===== src/rtl/fifo_share_arbiter.sv =====
// fifo_share_arbiter
//   Round-robin push arbiter in front of one shared FIFO. It limits how many
//   entries each requester may hold (QUOTA) and keeps a tag queue that mirrors
//   the FIFO, so the consumer knows which requester owns the head entry.
//
// Ports
//   clk          clock, all state on the rising edge
//   rst          asynchronous active-high reset
//   req          per-requester push request
//   req_data     requester i data at [i*WIDTH +: WIDTH]
//   gnt          one-hot-or-zero grant (combinational)
//   fifo_push    push strobe to the shared FIFO
//   fifo_data    data of the granted requester, 0 when nothing is granted
//   fifo_full    full flag from the shared FIFO
//   fifo_empty   empty flag from the shared FIFO
//   pop          consumer pop request
//   fifo_pop     pop strobe to the shared FIFO
//   pop_tag      owner index of the FIFO head entry
//   pop_tag_vld  tag queue non-empty
//   tag_err      sticky tag-queue / FIFO occupancy mismatch
//
// DEPTH must be a power of two (>= 2) so the tag pointers wrap naturally.
module fifo_share_arbiter #(
  parameter int WIDTH = 8,
  parameter int NREQ  = 4,
  parameter int DEPTH = 8,
  parameter int QUOTA = 4,
  localparam int TAGW = (NREQ > 1) ? $clog2(NREQ) : 1,
  localparam int CNTW = $clog2(QUOTA + 1)
) (
  input  logic                  clk,
  input  logic                  rst,
  input  logic [NREQ-1:0]       req,
  input  logic [NREQ*WIDTH-1:0] req_data,
  output logic [NREQ-1:0]       gnt,
  output logic                  fifo_push,
  output logic [WIDTH-1:0]      fifo_data,
  input  logic                  fifo_full,
  input  logic                  fifo_empty,
  input  logic                  pop,
  output logic                  fifo_pop,
  output logic [TAGW-1:0]       pop_tag,
  output logic                  pop_tag_vld,
  output logic                  tag_err
);

  localparam int PTRW = $clog2(DEPTH);
  localparam int OCCW = $clog2(DEPTH + 1);

  logic [TAGW-1:0] r_rr_ptr;
  logic [CNTW-1:0] r_cnt [NREQ];
  logic [TAGW-1:0] r_tag_mem [DEPTH];
  logic [PTRW-1:0] r_wr_ptr;
  logic [PTRW-1:0] r_rd_ptr;
  logic [OCCW-1:0] r_occ;
  logic            r_tag_err;

  logic [NREQ-1:0] w_elig;
  logic            w_any;
  logic [TAGW-1:0] w_idx;
  logic [TAGW:0]   w_sum;
  logic [TAGW-1:0] w_cand;
  logic [NREQ-1:0] w_gnt;
  logic            w_vld;
  logic            w_pop;
  logic            w_pop_eff;
  logic [TAGW-1:0] w_tag_hd;

  // Eligibility looks only at req, fifo_full and the per-owner counts, so
  // pop never reaches gnt combinationally; a pop frees quota next cycle.
  always_comb begin
    for (int i = 0; i < NREQ; i++) begin
      w_elig[i] = req[i] & ~fifo_full & (r_cnt[i] < CNTW'(QUOTA));
    end
  end

  // Round-robin search from r_rr_ptr upward, wrapping at NREQ. The sum is one
  // bit wider than a tag so rr_ptr + k never overflows before the wrap.
  always_comb begin
    w_any  = 1'b0;
    w_idx  = '0;
    w_sum  = '0;
    w_cand = '0;
    for (int k = 0; k < NREQ; k++) begin
      w_sum = {1'b0, r_rr_ptr} + (TAGW+1)'(k);
      if (w_sum >= (TAGW+1)'(NREQ)) begin
        w_sum = w_sum - (TAGW+1)'(NREQ);
      end
      w_cand = w_sum[TAGW-1:0];
      if (!w_any && w_elig[w_cand]) begin
        w_any = 1'b1;
        w_idx = w_cand;
      end
    end
  end

  // Outputs are forced quiet while rst is held, whatever the inputs do.
  always_comb begin
    w_gnt = '0;
    if (w_any && !rst) begin
      w_gnt[w_idx] = 1'b1;
    end
  end

  always_comb begin
    fifo_data = '0;
    for (int i = 0; i < NREQ; i++) begin
      if (w_gnt[i]) begin
        fifo_data = req_data[i*WIDTH +: WIDTH];
      end
    end
  end

  assign gnt         = w_gnt;
  assign fifo_push   = |w_gnt;
  assign w_vld       = (r_occ != '0);
  assign w_pop       = pop & ~fifo_empty & ~rst;
  // A pop with no tag queued is flagged but must not move the tag state.
  assign w_pop_eff   = w_pop & w_vld;
  assign w_tag_hd    = r_tag_mem[r_rd_ptr];
  assign fifo_pop    = w_pop;
  assign pop_tag     = rst ? '0 : w_tag_hd;
  assign pop_tag_vld = w_vld & ~rst;
  assign tag_err     = r_tag_err;

  // Tag storage is plain data: written on push, never cleared.
  always_ff @(posedge clk) begin
    if (fifo_push) begin
      r_tag_mem[r_wr_ptr] <= w_idx;
    end
  end

  always_ff @(posedge clk or posedge rst) begin
    if (rst) begin
      r_rr_ptr  <= '0;
      r_wr_ptr  <= '0;
      r_rd_ptr  <= '0;
      r_occ     <= '0;
      r_tag_err <= 1'b0;
      for (int i = 0; i < NREQ; i++) begin
        r_cnt[i] <= '0;
      end
    end else begin
      if (fifo_push) begin
        r_wr_ptr <= r_wr_ptr + 1'b1;
        r_rr_ptr <= (w_idx == TAGW'(NREQ - 1)) ? '0 : w_idx + 1'b1;
      end
      if (w_pop_eff) begin
        r_rd_ptr <= r_rd_ptr + 1'b1;
      end

      // Push and pop together leave occupancy alone; saturate at DEPTH.
      case ({fifo_push, w_pop_eff})
        2'b10: if (r_occ != OCCW'(DEPTH)) r_occ <= r_occ + 1'b1;
        2'b01: r_occ <= r_occ - 1'b1;
        default: ;
      endcase

      // Grant and pop of the same owner in one cycle cancel out.
      for (int i = 0; i < NREQ; i++) begin
        if (w_gnt[i] && !(w_pop_eff && (w_tag_hd == TAGW'(i)))) begin
          r_cnt[i] <= r_cnt[i] + 1'b1;
        end else if (!w_gnt[i] && w_pop_eff && (w_tag_hd == TAGW'(i))
                     && (r_cnt[i] != '0)) begin
          r_cnt[i] <= r_cnt[i] - 1'b1;
        end
      end

      if ((w_vld == fifo_empty) || (w_pop && !w_vld) ||
          (fifo_push && !w_pop_eff && (r_occ == OCCW'(DEPTH)))) begin
        r_tag_err <= 1'b1;
      end
    end
  end

endmodule


===== config.mk =====
export PLATFORM = sky130hd
export DESIGN_NAME = fifo_share_arbiter
export DESIGN_NICKNAME = d
export VERILOG_FILES = /design/src/rtl/fifo_share_arbiter.sv
export SDC_FILE = /design/constraint.sdc
export NUM_CORES = 1
export LEC_CHECK = 0
export CORE_ASPECT_RATIO = 0.9
export CORE_MARGIN = 5
export CORE_UTILIZATION = 52
export DETAILED_ROUTE_END_ITERATION = 6
export PLACE_DENSITY = 0.79
export RECOVER_POWER = 50
export SLEW_MARGIN = 40
export SYNTH_ARGS = -nofsm -noshare
export SYNTH_HDL_FRONTEND = slang
export SYNTH_SLANG_ARGS = --single-unit
export TNS_END_PERCENT = 30

===== constraint.sdc =====
create_clock -name clk -period 4.3 [get_ports clk]
set_input_delay 0.43 -clock clk [delete_from_list [all_inputs] [get_ports clk]]
set_output_delay 0.43 -clock clk [all_outputs]
set_load 0.02 [all_outputs]

==> results of run 1 <==
[layer usage]
layer  routed length (um)  vias up  share of wire
met4                   57        0         0.0074
li1                     -     1300              -
met3                  450       11          0.058
met2                 3730      101           0.48
met5                    0        -              0
met1                 3500     1321           0.45
[power by group through the flow]
stage	clock network [mW]	logic, mW	registers (mW)
6_report	0.286	1.36	0.764
3_5_place_dp	0	1.37	0.768
3_3_place_gp	0	1.33	0.763
2_1_floorplan	0	1.04	0.658
4_1_cts	0.293	1.37	0.760
5_1_grt	0.311	1.51	0.797
[how the worst min path moves through the flow]
stage	cells after the start	to
after floorplan	1	r_cnt[0]
final	1	tag_err
after CTS	1	tag_err
after detailed placement	1	tag_err
after global routing	1	tag_err
after global placement	1	tag_err
[cells in the final DEF (no fill, tap or decap), types with 3 or more instances in the layout]
master | Yosys | routed
nand2_1 | 19 | 20
ha_1 | 7 | 7
nand3_1 | 10 | 10
mux2_2 | 5 | 5
or4_1 | 4 | 4
dfrtp_1 | 25 | 25
mux2i_1 | 12 | 12
o211ai_1 | 4 | 4
nor3_1 | 16 | 16
nor4b_1 | 4 | 4
or3b_2 | 3 | 3
inv_1 | 10 | 10
or3_1 | 4 | 4
o2111ai_1 | 3 | 3
nor4_1 | 3 | 3
nor2_1 | 23 | 24
clkdlybuf4s50_1 | 0 | 42
o22ai_1 | 12 | 12
a221oi_1 | 8 | 8
mux4_2 | 4 | 4
o21a_1 | 3 | 3
nand3b_1 | 3 | 3
buf_4 | 1 | 13
dlymetal6s2s_1 | 0 | 9
nor3b_1 | 3 | 3
o21ai_0 | 12 | 12
a211oi_1 | 3 | 3
a21oi_1 | 15 | 15
dlygate4sd3_1 | 0 | 7
edfxtp_1 | 16 | 16
xnor2_1 | 8 | 8
nor2b_1 | 4 | 4
fa_1 | 4 | 4
clkbuf_8 | 0 | 5
[through the flow]
step | util | power, mW | instances | instance area [um^2] | hold WS, ns
4_1_cts | 0.669 | 2.43 | 440 | 3770 | 0.498
5_1_grt | 0.671 | 2.62 | 440 | 3780 | 0.524
6_report | 0.671 | 2.41 | 440 | 3780 | 0.487
3_5_place_dp | 0.652 | 2.13 | 432 | 3670 | 0.467
3_3_place_gp | 0.652 | 2.09 | 432 | 3670 | 0.481
2_1_floorplan | - | 1.70 | 309 | 2980 | 0.457
[logic make-up after synthesis]
group / synth area share
simple gates: 0.210
buf+inv: 0.0454
compound gates: 0.199
xor+xnor: 0.0235
fa+ha+maj: 0.0563
flops: 0.371
mux: 0.0945
[worst max-delay path, delay by kind of cell]
| family | cells | cell delay, ns |
|---|---|---|
| compound gates | 3 | 0.70 |
| simple gates | 2 | 0.75 |
| buf+inv | 4 | 1.43 |
| fa+ha+maj | 1 | 0.26 |
[state kept, by name (all words and copies together), names as in the netlist]
signal / cells
r_cnt: 12
r_occ: 4
r_rd_ptr: 3
r_rr_ptr: 2
r_tag_mem: 16
r_wr_ptr: 3
tag_err: 1
[cell type report]
type,count,area [um^2],area share
Multi-Input combinational cell,236,1730,0.459
Tap cell,70,87.6,0.0232
Inverter,12,45.0,0.0119
Clock inverter,3,28.8,0.00762
Clock buffer,5,68.8,0.0182
Timing Repair Buffer,73,708,0.188
Sequential cell,41,1110,0.293
[what timing repair did]
action / 4_1_cts / 5_1_grt
endpoints found under the hold margin: 0 / 0
resized for setup: 0 / 11
endpoints found under the setup margin: 0 / 9
==> results.yml, run 1 <==
synthesis:
  synth-edff-count: 16
  synth-async-reset-ratio: 0.610
  syn_nets: 361
  ys_seq_elements: 41
  netlist.top_cell.by_area: "dfrtp_1"
  ys_warn_count: 0
  syn_inst: 309
  synth.area.top_cells: "dfrtp_1 (21%), edfxtp_1 (16%), mux2i_1 (4.0%), mux4_2 (3.0%), ha_1 (2.9%)"
  ys_seq_area_frac: 0.371
  synth_ff_type: "dfrtp_1"
  synth.cell_area_um2: 2980
  syn_area_per_cell_um2: 9.64
  yosys.cell_count.top_type: "dfrtp_1"
  synth_top_area_frac: 0.210
  synth_commonest_cells: "dfrtp_1 (25), nor2_1 (23), nand2_1 (19)"
  synth_cell_types: 67
sta:
  fin_crit_ns: 4.00
  slew_violations: 0
  fin_crit_sh: 0.931
  tightest_slew_ns: 1.08
  fin_ws_ns: 0.298
  finalSetupTns_ns: 0
  setup_viol: 0
  final_hold_viol_count: 0
  fin_worst_skew_ns: 0.00492
  slew_headroom: 0.282
  rsz0062_at_grt: "false"
  clock.fmax_mhz: 250
floorplanning:
  start_util: 0.529
  chipHeight_um: 81.8
  die_w_um: 89.8
  std_cell_rows: 26
  core_area_um2: 5630
  die_area_um2: 7340
  io_pins: 59
grt:
  grt_pass1_vias: 2615
  grt_util_met3: 0.0485
  grt_util_met1: 0.293
  antenna_found_initial: 0
  globalRouteMet2Util: 0.339
  overflow: 0
  grt_start_max_net_pins: 26
  track_usage: 0.211
  busiest_layer: "met2"
  grt_pass1_wl_mm: 12.7
power_and_ir_drop:
  combinationalPowerShare: 0.564
  power_density_nw_per_um2: 638
  vdd.ir_drop.worst_uv: 322
  switching_power_mw: 1.10
  power.leakage_nw: 1.54
  netSwitchingFraction: 0.458
  sequentialPowerShare: 0.317
  clkPwrFrac: 0.119
  internal-power_mw: 1.31
clock_network:
  htree_levels: 2
  clock_sinks: 41
  post_cts_buffers: 0
  cts-root-buf: "clkbuf_8"
  clk_pin_slew_ns: 0.09
  cts_buffers: 5
  cts_tree: "done"
  cts_buffer_depth: 2
  hold_buffers: 0
  insertion_delay_ns: 0.31
finish:
  area_growth_pct: 26.8
  drive_gt1_frac: 0.119
  nNetsFinal: 421
  diodes: 0
  fillCellCount: 444
placement:
  gp_congestion: 0.864
  hpwl_mm: 5.85
  dp_slack_ns: 0.0395
  portBuffers: 58
critical_path:
  crit_type: "in2out"
  cpMostUsedCell: "clkdlybuf4s50_1"
  reg2reg_to: "r_occ[1]"
  r2r_slack_ns: 0.44
  cp_max_fo: 5
  ff2ff_path_depth: 13
  start_kind: "input port"
  slowest_stage: "clkdlybuf4s50_1"
  worstPathRequired_ns: 3.87
  critPathCaptureType: "output port"
  critPathMaxStageDelay_ns: 0.66
  worstPathArrival_ns: 3.57
  reg2reg_from: "r_cnt[11]"
  crit_path_start: "req[0]"
  crit_path_cell_trace: "clkdlybuf4s50_1 > or3b_2 > a2111oi_0 > a21oi_1 > o211ai_1 > buf_4 > ha_1 > inv_1 > nor2_1 > clkdlybuf4s50_1"
  worstSetupEndpoint: "gnt[0]"
status:
  status: "completed"
drt:
  drt_iter0_drc: 181
  vias: 2733
  wl_per_cell_um: 17.6
  via_per_inst: 6.21
  first_pass_iters: 5
  drt_wl_total_mm: 7.74
  ant_nets: 0
  drc: 0
worst_hold_path:
  hp-start: "tag_err"
  hold_path.class: "reg2reg"
run:
  maxCapViolations: 0
Power figures use the tool's default switching activity.
==> run 2: changes to the inputs <==
--- a/config.mk
+++ b/config.mk
@@ -7,8 +7,9 @@
 export LEC_CHECK = 0
 export CORE_ASPECT_RATIO = 0.9
 export CORE_MARGIN = 5
-export CORE_UTILIZATION = 52
+export CORE_UTILIZATION = 64
 export DETAILED_ROUTE_END_ITERATION = 6
+export DONT_BUFFER_PORTS = 1
 export PLACE_DENSITY = 0.79
 export RECOVER_POWER = 50
 export SLEW_MARGIN = 40
==> run 2 against run 1 <==
Effect of this change:
- setup slack worse by 0.12 ns
- sequential share of layout area increased by 5.5 points
- clock power hardly changed
- flip-flop and latch count unchanged
- die area shrank 17%
- cell count fell by 15%
- clock skew grew 0.0020 ns
- largest power group unchanged
==> results.yml, run 2 (synthesis results as in run 1) <==
placement:
  dp_slack_ns: 0.252
  portBuffers: 0
  hpwl_mm: 5.15
  post_dp_cell_area_um2: 3070
  place_inst: 365
  gp_congestion: 0.870
clock_network:
  htree_levels: 2
  cts-root-buf: "clkbuf_8"
  clock_sinks: 41
  cts_buffers: 5
  insertion_delay_ns: 0.31
  cts_buffer_depth: 2
  hold_buffers: 0
  clk_pin_slew_ns: 0.09
  cts_tree: "done"
sta:
  slew_headroom: 0.321
  setup_viol: 0
  fin_hold_ws_ns: 0.246
  final_hold_viol_count: 0
  tightest_slew_ns: 1.02
  fin_crit_ns: 4.12
  clock.fmax_mhz: 242
  fin_ws_ns: 0.176
  finalSetupTns_ns: 0
  rsz0062_at_grt: "false"
  slew_violations: 0
  fin_worst_skew_ns: 0.00688
  fin_crit_sh: 0.959
grt:
  grt_pass1_wl_mm: 11.3
  overflow: 0
  track_usage: 0.238
  grt_pass1_vias: 2343
  grt_start_max_net_pins: 26
  antenna_found_initial: 0
finish:
  most-common-layout-cells: "dfrtp_1 (25), nor2_1 (24), nand2_1 (20), nor3_1 (16), edfxtp_1 (16)"
  reg_top3: "r_tag_mem (16), r_cnt (12), r_occ (4)"
  drive_gt1_frac: 0.157
  stdcell_count: 375
  area_growth_pct: 6.89
  largest_reg_flops: 16
  diodes: 0
  final_common_cell: "dfrtp_1"
  largest-register: "r_tag_mem"
  fin_area_um2: 3180
  nNetsFinal: 364
  fin_util: 0.709
floorplanning:
  io_pins: 59
  chipHeight_um: 74.7
  core_area_um2: 4490
  start_util: 0.663
  std_cell_rows: 23
  die_area_um2: 6120
  die_w_um: 81.9
critical_path:
  critPathCaptureType: "output port"
  cp_max_fo: 12
  worstPathArrival_ns: 3.69
  start_kind: "flip-flop"
  cpMostUsedCell: "buf_4"
  worstPathRequired_ns: 3.87
  slowest_stage: "or3b_2"
  critPathMaxStageDelay_ns: 0.48
  crit_path_start: "r_rr_ptr[0]"
  crit_type: "reg2out"
  reg2reg_from: "r_rr_ptr[0]"
  crit_path_cell_trace: "buf_4 > or3b_2 > a21o_1 > o21ba_2 > o211ai_1 > ha_1 > or2_2 > or3_1 > nand2_2 > inv_1 > buf_4"
worst_hold_path:
  hold_path.class: "in2async"
power_and_ir_drop:
  power_density_nw_per_um2: 713
  power.leakage_nw: 1.17
  p_total_mw: 2.27
  vdd.ir_drop.worst_uv: 358
status:
  status: "completed"
drt:
  wl_per_cell_um: 18.3
  drc: 0
  first_pass_iters: 4
  drt_wl_total_mm: 6.88
  drt_iter0_drc: 225
  via_per_inst: 6.72
  vias: 2521
  ant_nets: 0
run:
  maxCapViolations: 0
==> run 2: timing repair <==
item                                    4_1_cts  5_1_grt
resized for setup                             0        4
buffers inserted                              0        2
endpoints found under the setup margin        0       11
==> run 2: power by group <==
group	leakage (nW)	switching (mW)	internal (mW)	total, mW
combinational	0.668	0.691	0.527	1.22
clock	0.0511	0.163	0.123	0.286
sequential	0.450	0.215	0.551	0.766
==> run 2: final timing paths <==
check / endpoint / slack, ns / cells after the start
setup / recovery: fifo_push / 0.18 / 11
hold / removal: r_rr_ptr[0] / 0.25 / 1
setup reg to reg: r_occ[1] / 0.33 / 13
hold reg to reg: r_cnt[3] / 0.57 / 1
max in group asynchronous: r_cnt[8] / 3.44 / 1
min in group clk: tag_err / 0.26 / 1
==> run 2: cell type report <==
cell class | count | area (um^2)
multi-input cells | 236 | 1740
inverters | 12 | 45.0
repair buffers | 16 | 116
well taps | 62 | 77.6
flip-flops and latches | 41 | 1110
clock inverters | 3 | 28.8
fillers | 369 | 1310
clock buffers | 5 | 68.8
==> run 2: critical path, delay by kind of cell (launching register included) <==
kind	cells	cell delay, ns
flip-flops	1	0.42
adder cells (fa/ha/maj)	1	0.37
AO/OA/AOI/OAI	3	0.62
buffers and inverters	3	0.45
AND/OR/NAND/NOR	4	1.52
==> run 2: routing by layer <==
metal | vias to the layer above | GRT usage | routed length, um
li1 | 1188 | - | -
met1 | 1217 | 0.336 | 3060
met2 | 109 | 0.382 | 3300
met3 | 7 | 0.0550 | 466
met4 | 0 | 0.0424 | 52
met5 | - | 0 | 0
==> run 3: changes to the inputs <==
--- a/config.mk
+++ b/config.mk
@@ -12,6 +12,7 @@
 export DONT_BUFFER_PORTS = 1
 export PLACE_DENSITY = 0.79
 export RECOVER_POWER = 50
+export SETUP_SLACK_MARGIN = 0.15
 export SLEW_MARGIN = 40
 export SYNTH_ARGS = -nofsm -noshare
 export SYNTH_HDL_FRONTEND = slang
==> run 3 against run 2 <==
Effect of this change:
- design area rose by 0.24%
- fmax rose by 0.84%
- critical endpoint unchanged
- non-clock buffer count did not move
- largest cell class unchanged
==> results.yml, run 3 (synthesis results as in run 1) <==
sta:
  fin_crit_sh: 0.951
  rsz0062_at_grt: "true"
  tightest_slew_ns: 1.01
  fin_hold_ws_ns: 0.248
  fin_worst_skew_ns: 0.00591
  clock.fmax_mhz: 244
  slew_headroom: 0.324
  final_hold_viol_count: 0
  fin_crit_ns: 4.09
  finalSetupTns_ns: 0
  setup_viol: 0
  slew_violations: 0
drt:
  drt_iter0_drc: 238
  drc: 0
  via_per_inst: 6.55
  wl_per_cell_um: 18.2
  drt_wl_total_mm: 6.83
  first_pass_iters: 4
  vias: 2457
  ant_nets: 0
floorplanning:
  chipHeight_um: 74.7
  core_area_um2: 4490
  die_w_um: 81.9
  start_util: 0.663
  io_pins: 59
  die_area_um2: 6120
  std_cell_rows: 23
critical_path:
  worstPathArrival_ns: 3.66
  slowest_stage: "or3b_2"
  cp_top_family: "simple AND/OR/NAND/NOR gates"
  reg2reg_to: "r_occ[1]"
  cpMostUsedCell: "buf_4"
  crit_path_cell_trace: "buf_4 > or3b_2 > a21o_1 > o21ba_2 > o211ai_1 > ha_1 > or2_2 > or3_1 > nand2_4 > inv_1 > buf_4"
  critPathCaptureType: "output port"
  critPathMaxStageDelay_ns: 0.48
  crit_path_start: "r_rr_ptr[0]"
  crit_type: "reg2out"
  r2r_slack_ns: 0.32
  path_buf_inv: 3
  reg2reg_from: "r_rr_ptr[0]"
  ff2ff_path_depth: 13
  cp_max_fo: 12
  crit_cells: 11
  start_kind: "flip-flop"
  worstSetupEndpoint: "fifo_push"
  worstPathRequired_ns: 3.87
finish:
  nNetsFinal: 364
  most-common-layout-cells: "dfrtp_1 (25), nor2_1 (23), nand2_1 (20), nor3_1 (16), edfxtp_1 (16)"
  largest_reg_flops: 16
  largest-register: "r_tag_mem"
  fin_area_um2: 3190
  reg_top3: "r_tag_mem (16), r_cnt (12), r_occ (4)"
  fillCellCount: 367
  area_growth_pct: 7.14
  drive_gt1_frac: 0.160
  final_common_cell: "dfrtp_1"
  diodes: 0
run:
  maxCapViolations: 0
power_and_ir_drop:
  power.leakage_nw: 1.17
  power_density_nw_per_um2: 713
  vdd.ir_drop.worst_uv: 340
clock_network:
  clk_pin_slew_ns: 0.09
  cts_buffer_depth: 2
  cts_tree: "done"
  clock_sinks: 41
  cts_buffers: 5
  cts-root-buf: "clkbuf_8"
  htree_levels: 2
  insertion_delay_ns: 0.31
placement:
  portBuffers: 0
  gp_congestion: 0.870
  hpwl_mm: 5.15
  post_dp_cell_area_um2: 3070
grt:
  grt_pass1_vias: 2343
  grt_pass1_wl_mm: 11.3
  antenna_found_initial: 0
  track_usage: 0.238
  overflow: 0
  grt_start_max_net_pins: 26
status:
  status: "completed"
worst_hold_path:
  hold_path.class: "in2async"
-- run 3: cell types whose count changed in the layout (fill, tap and decap cells not counted) --
| cell | delta |
|---|---|
| nand2_4 | +1 |
| nor2_1 | -1 |
| and2_1 | +1 |
| nand2_2 | -1 |
| nor2_2 | +1 |
| and2_0 | -1 |
-- run 3: final cells by class --
cell class,instances,area (um^2),area share
tap,62,77.6,0.0243
inverter,12,45.0,0.0141
clock inverter,3,28.8,0.00902
timing repair buffer,16,116,0.0365
sequential,41,1110,0.347
multi-input combinational,236,1750,0.548
clock buffer,5,68.8,0.0216
-- run 3: routing by layer --
layer | GRT usage | share of wire | up-vias
met1 | 0.336 | 0.45 | 1183
met4 | 0.0424 | 0.0044 | 0
met3 | 0.0550 | 0.068 | 5
met2 | 0.382 | 0.48 | 76
li1 | - | - | 1193
met5 | 0 | 0 | -
-- run 3: report_power, final --
part / switching (mW) / total [mW] / leakage (nW) / internal, mW
Clock: 0.160 / 0.282 / 0.0511 / 0.123
Sequential: 0.213 / 0.764 / 0.450 / 0.551
Combinational: 0.698 / 1.23 / 0.673 / 0.530
Total: 1.07 / 2.27 / 1.17 / 1.20
-- run 3: worst min path at each step --
stage                     start          end  slack, ns  cells after the start
global route         fifo_empty      tag_err       0.25                      1
CTS                         rst     r_cnt[7]       0.08                      1
global placement    r_rr_ptr[0]  r_rr_ptr[0]       0.55                      1
floorplan                   rst     r_cnt[0]       0.46                      1
detailed placement          rst      tag_err       0.41                      1
finish                      rst  r_rr_ptr[1]       0.25                      1
-- run 3: per-stage QoR --
| step | utilization | setup slack (ns) | total power, mW | cells |
|---|---|---|---|---|
| 3_5_place_dp | 0.684 | 0.252 | 1.95 | 365 |
| 6_report | 0.711 | 0.210 | 2.27 | 375 |
| 3_3_place_gp | 0.684 | 0.437 | 1.92 | 365 |
| 2_1_floorplan | - | 0.543 | 1.70 | 309 |
| 4_1_cts | 0.706 | 0.189 | 2.24 | 373 |
| 5_1_grt | 0.711 | 0.0654 | 2.47 | 375 |
-- run 3: what timing repair did --
action	in CTS	in global routing
cloned	0	0
pin swaps	0	1
buffers inserted	0	2
endpoints found under the setup margin	1	13
resized for setup	1	6
hold buffers	0	0
